File: src/rtl/seq_timebase.sv
// Programmable free-running timebase for the step sequencer.
// Produces a count that wraps every active_period cycles, a tick at each
// wrap, and a step index for the pattern logic. New periods go into a shadow
// register first. While running, the shadow is applied only at a wrap, so a
// period is never cut short or stretched.
`timescale 1ns/1ps
module seq_timebase #(
    parameter int CNT_W          = 19,
    parameter int DEFAULT_PERIOD = 500000,
    parameter int MIN_PERIOD     = 2,
    parameter int STEPS          = 16,
    parameter int STEP_W         = 4
) (
    input  logic              clk,
    input  logic              rst,
    input  logic              run,
    input  logic [CNT_W-1:0]  period_in,
    input  logic              period_load,
    output logic              period_ack,
    output logic [CNT_W-1:0]  count_out,
    output logic              tick,
    output logic [STEP_W-1:0] step,
    output logic              step_wrap,
    output logic              running
);

    localparam logic [0:0]        ST_STOPPED = 1'b0;
    localparam logic [0:0]        ST_RUNNING = 1'b1;
    localparam logic [CNT_W-1:0]  DEFAULT_P  = CNT_W'(DEFAULT_PERIOD);
    localparam logic [CNT_W-1:0]  MIN_P      = CNT_W'(MIN_PERIOD);
    localparam logic [CNT_W-1:0]  CNT_ZERO   = {CNT_W{1'b0}};
    localparam logic [CNT_W-1:0]  CNT_ONE    = CNT_W'(1);
    localparam logic [STEP_W-1:0] STEP_ZERO  = {STEP_W{1'b0}};
    localparam logic [STEP_W-1:0] STEP_ONE   = STEP_W'(1);
    localparam logic [STEP_W-1:0] LAST_STEP  = STEP_W'(STEPS - 1);

    // Requests below the minimum period are raised to it. A period of 2 is
    // the fastest one the counter can produce.
    function automatic logic [CNT_W-1:0] clamp_period(input logic [CNT_W-1:0] p);
        logic [CNT_W-1:0] r;
        if (p < MIN_P) begin
            r = MIN_P;
        end else begin
            r = p;
        end
        return r;
    endfunction

    logic [0:0]        state_r,        state_s;
    logic [CNT_W-1:0]  count_r,        count_s;
    logic [STEP_W-1:0] step_r,         step_s;
    logic              tick_r,         tick_s;
    logic              step_wrap_r,    step_wrap_s;
    logic              ack_r;
    logic [CNT_W-1:0]  active_r,       active_s;
    logic [CNT_W-1:0]  shadow_r,       shadow_s;
    logic              shadow_valid_r, shadow_valid_s;
    logic              at_last_s;

    // Next-state logic: run control, counting, step advance and period hand-over.
    always_comb begin
        state_s        = state_r;
        count_s        = count_r;
        step_s         = step_r;
        tick_s         = 1'b0;
        step_wrap_s    = 1'b0;
        active_s       = active_r;
        shadow_s       = shadow_r;
        shadow_valid_s = shadow_valid_r;
        at_last_s      = (count_r == (active_r - CNT_ONE));

        case (state_r)
            ST_STOPPED: begin
                count_s = CNT_ZERO;
                // A stopped timebase has no period in flight, so adopt at once.
                if (shadow_valid_r) begin
                    active_s       = shadow_r;
                    shadow_valid_s = 1'b0;
                end else begin
                    active_s       = active_r;
                end
                if (run) begin
                    state_s = ST_RUNNING;
                end else begin
                    state_s = ST_STOPPED;
                end
            end
            ST_RUNNING: begin
                if (!run) begin
                    state_s = ST_STOPPED;
                    count_s = CNT_ZERO;
                end else if (at_last_s) begin
                    count_s = CNT_ZERO;
                    tick_s  = 1'b1;
                    if (step_r == LAST_STEP) begin
                        step_s      = STEP_ZERO;
                        step_wrap_s = 1'b1;
                    end else begin
                        step_s      = step_r + STEP_ONE;
                        step_wrap_s = 1'b0;
                    end
                    // The wrap is the only glitch-free point for a period change.
                    if (shadow_valid_r) begin
                        active_s       = shadow_r;
                        shadow_valid_s = 1'b0;
                    end else begin
                        active_s       = active_r;
                    end
                end else begin
                    count_s = count_r + CNT_ONE;
                end
            end
            default: begin
                state_s = ST_STOPPED;
                count_s = CNT_ZERO;
            end
        endcase

        // A fresh load always lands in the shadow. If it coincides with a wrap,
        // the wrap above used the previous shadow or active period.
        if (period_load) begin
            shadow_s       = clamp_period(period_in);
            shadow_valid_s = 1'b1;
        end else begin
            shadow_s       = shadow_s;
        end
    end

    // State and output registers; reset overrides everything, including loads.
    always_ff @(posedge clk) begin
        if (rst) begin
            state_r        <= ST_STOPPED;
            count_r        <= CNT_ZERO;
            step_r         <= STEP_ZERO;
            tick_r         <= 1'b0;
            step_wrap_r    <= 1'b0;
            ack_r          <= 1'b0;
            active_r       <= DEFAULT_P;
            shadow_r       <= DEFAULT_P;
            shadow_valid_r <= 1'b0;
        end else begin
            state_r        <= state_s;
            count_r        <= count_s;
            step_r         <= step_s;
            tick_r         <= tick_s;
            step_wrap_r    <= step_wrap_s;
            ack_r          <= period_load;
            active_r       <= active_s;
            shadow_r       <= shadow_s;
            shadow_valid_r <= shadow_valid_s;
        end
    end

    assign count_out  = count_r;
    assign tick       = tick_r;
    assign step       = step_r;
    assign step_wrap  = step_wrap_r;
    assign period_ack = ack_r;
    assign running    = (state_r == ST_RUNNING);

endmodule

File: config.mk
export PLATFORM = sky130hd
export DESIGN_NAME = seq_timebase
export DESIGN_NICKNAME = d
export VERILOG_FILES = /design/src/rtl/seq_timebase.sv
export SDC_FILE = /design/constraint.sdc
export NUM_CORES = 1
export LEC_CHECK = 0
export CAP_MARGIN = 5
export CELL_PAD_IN_SITES_DETAIL_PLACEMENT = 1
export CELL_PAD_IN_SITES_GLOBAL_PLACEMENT = 2
export CORE_MARGIN = 5
export CORE_UTILIZATION = 35
export DETAILED_ROUTE_END_ITERATION = 10
export HOLD_SLACK_MARGIN = 0.03
export MAX_ROUTING_LAYER = met4
export PLACE_DENSITY = 0.87
export SLEW_MARGIN = 20
export SYNTH_ARGS = -nofsm -noshare
export SYNTH_HDL_FRONTEND = slang
export SYNTH_SLANG_ARGS = --single-unit
File: constraint.sdc
create_clock -name clk -period 9.5 [get_ports clk]
set_input_delay 1.9 -clock clk [delete_from_list [all_inputs] [get_ports clk]]
set_output_delay 1.9 -clock clk [all_outputs]
set_load 0.02 [all_outputs]
==> metrics.txt <==
status complete, no violations; commonest cells in the netlist dfxtp_1, nand2_1, nor2_1, mux2i_1, xor2_1; die width 108 microns; Mapped Cells 379; Peak Freq 278 MHz; CP Data Required Time 9700 ps; min-delay worst type reg2reg; utilization of the core after routing 44.4%; cells along the critical path inv_1 -> ha_1 -> or4b_1 -> or4_4 -> mux2_4 -> mux2i_4 -> nand4_2 -> nor2_2 -> nor3_1; first-pass GRT wire length 14,600 microns; worst vdd ir 0.0000807 V; RSZ-0062 raised after global routing false; share of cells above drive strength 1 6.32%; TritonCTS clock tree built; Starting Density 36.0%; final wirelength 8470 microns; Post-DRT Antenna Nets 0; Pint 429 uW; CP peak stage delay 720 ps; combinational share of power 8.5%; CP endpoint kind register; Hold WS 476 ps; Clock Path Buffers 2; area leader, netlist dfxtp_1; Max-slew headroom 25.8%; most frequent cell after synthesis dfxtp_1; Min Clock Period, post-route 3600 ps; Die Ht 108 microns; dpl cells 541; initial antenna violation count 0; Core Box Area 9240 sq um; Site Rows 35; Sw Ratio 25.3%; largest net degree at the start of global routing 35; final setup vio count 0; Via density 5.07; area of the multi-input gates 1890 sq um; Synth Net Count 405; max-slew violations 0; Max FO, Critical Path 18; # hold bufs at CTS 0; Slew @ Worst Pin 1110 ps; sequential-to-total area share from yosys stat 39.7%; net load switching power 145 uW; Syn. warnings 0; Final period util 37.9%; Clock Tree Root clkbuf_8; Initial DRT Pass Iterations 4; FF+latch area 1320 sq um; via count 2,819; GPL Wtd Cong 0.808; ANT cells 0; top cell type's share of synthesized area 39.7%; WL/cell 15.2 microns; Reg clk slew, reported paths 80 ps; CTS Buf Count 9; max_cap viols 0; clk sinks 66; CP Class reg2reg; final HPWL from detailed placement 6450 microns; Syn Area/Cell 8.78 sq um; post-CTS resize count 0; fill cell count 1,109; asr flop ratio synth 0%; Tot GR Track Use 16.1%; setup TNS 0 ps; Mapped Area 3330 sq um; Synth cell types 45; drc violations 0; leakage power 1.46 nW; clk_lat worst skew 340 ps; CTS HTree Levels 3; slowest CP cell nor2_2; main flop type after synthesis dfxtp_1; drt initial violations 65; Syn-to-layout area delta 23.2%; port bufs 49; count of final hold-check violations 0; Area contributors post-synth dfxtp_1, mux2i_1, nand2_1; I/O pin count 50; Nets 449; vias in the first global route 2,919; Setup Skew 10.3 ps; PwrDens 140 nW/um^2; Finished Layout Cells 556; remaining global-route overflow 0; startpoint type of the worst setup path register; register bit total from synthesis 66; Post-synth EDFFs 0; post-CTS setup buffers 0; Clk network pwr share 40.7%; Seq pwr share 50.8%; Critical Path AT 3800 ps; Die Area 11,600 sq um
kinds of logic (layout without fill, tap and decap cells):
logic type                 count (synthesis)  in the layout  share of synthesized area, %
adders and majority gates                  3              3                          1.13
and+or+nand+nor                          173            173                          25.4
DFF                                       66             66                          39.7
buffers and inverters                     26             74                          3.72
muxes                                     40             40                          12.6
xor gates and xnor gates                  41             41                          11.2
AOI/OAI and AO/OA                         30             30                          6.24
state kept, by name (all words and copies together) (netlist names):
register,count
running,1
active_r,19
step_wrap,1
tick,1
shadow_r,19
period_ack,1
step,4
shadow_valid_r,1
count_out,19
cell type report:
type | instances | area share [%]
clock buffers | 9 | 3.02
clock inverters | 6 | 1.65
inverters | 8 | 0.733
multi-input cells | 287 | 46.1
flip-flops and latches | 66 | 32.2
well taps | 129 | 3.94
repair buffers | 51 | 12.3
power by group through the flow:
| stage | logic, mW | clock network (mW) | registers [mW] |
|---|---|---|---|
| after floorplan | 0.0322 | 0 | 0.296 |
| after global placement | 0.0481 | 0 | 0.298 |
| after detailed placement | 0.0496 | 0 | 0.298 |
| after CTS | 0.0498 | 0.240 | 0.291 |
| after global routing | 0.0539 | 0.253 | 0.293 |
| final | 0.0490 | 0.233 | 0.292 |
final timing paths:
| kind | startpoint | endpoint | slack [ps] | depth (start not counted) |
|---|---|---|---|---|
| setup / recovery | active_r[0] | count_out[9] | 5900 | 9 |
| hold / removal | shadow_r[3] | active_r[3] | 480 | 2 |
| hold reg to reg | shadow_r[3] | active_r[3] | 480 | 2 |
| setup reg to reg | active_r[0] | count_out[9] | 5900 | 9 |
critical path: cells and delay by family, from the launching register on:
kind | cells | cell delay (ps)
adders and majority gates | 1 | 200
buffers and inverters | 1 | 80
DFF | 1 | 380
muxes | 2 | 500
and+or+nand+nor | 5 | 2300
cells in the final DEF, fill, tap and decap left out, types with 3 or more instances in the layout:
cell	Yosys	layout
o31ai_1	3	3
a21oi_1	6	6
nor2_1	40	40
clkbuf_8	0	9
or4_1	3	3
nand2_1	56	56
and4_1	3	3
o21ai_0	5	5
or3_1	3	3
inv_1	8	8
nand4_1	4	4
dfxtp_1	66	66
a211oi_1	3	3
mux2i_1	38	38
clkdlybuf4s50_1	0	49
nor4b_1	4	4
nand3_1	14	14
nor3_1	23	23
and3_1	6	6
nor4_1	8	8
ha_1	3	3
xor2_1	24	24
xnor2_1	16	16
stage by stage:
stage                     worst slack, ps  instance area [sq um]  total power, mW
after detailed placement             5740                   3910            0.348
final                                5900                   4100            0.574
after global routing                 5650                   4100            0.600
after global placement               5810                   3910            0.346
after floorplan                      6400                   3330            0.328
after CTS                            5900                   4100            0.582
per-layer routing:
layer  track usage [%]  part of all wire [%]  vias up
met4              4.60                   1.1        0
met3              3.30                   3.3       12
met5                 -                     0        -
met1              21.0                    50     1346
met2              25.3                    46       51
li1                  -                     -     1410
(Power assumes the default switching activity.)
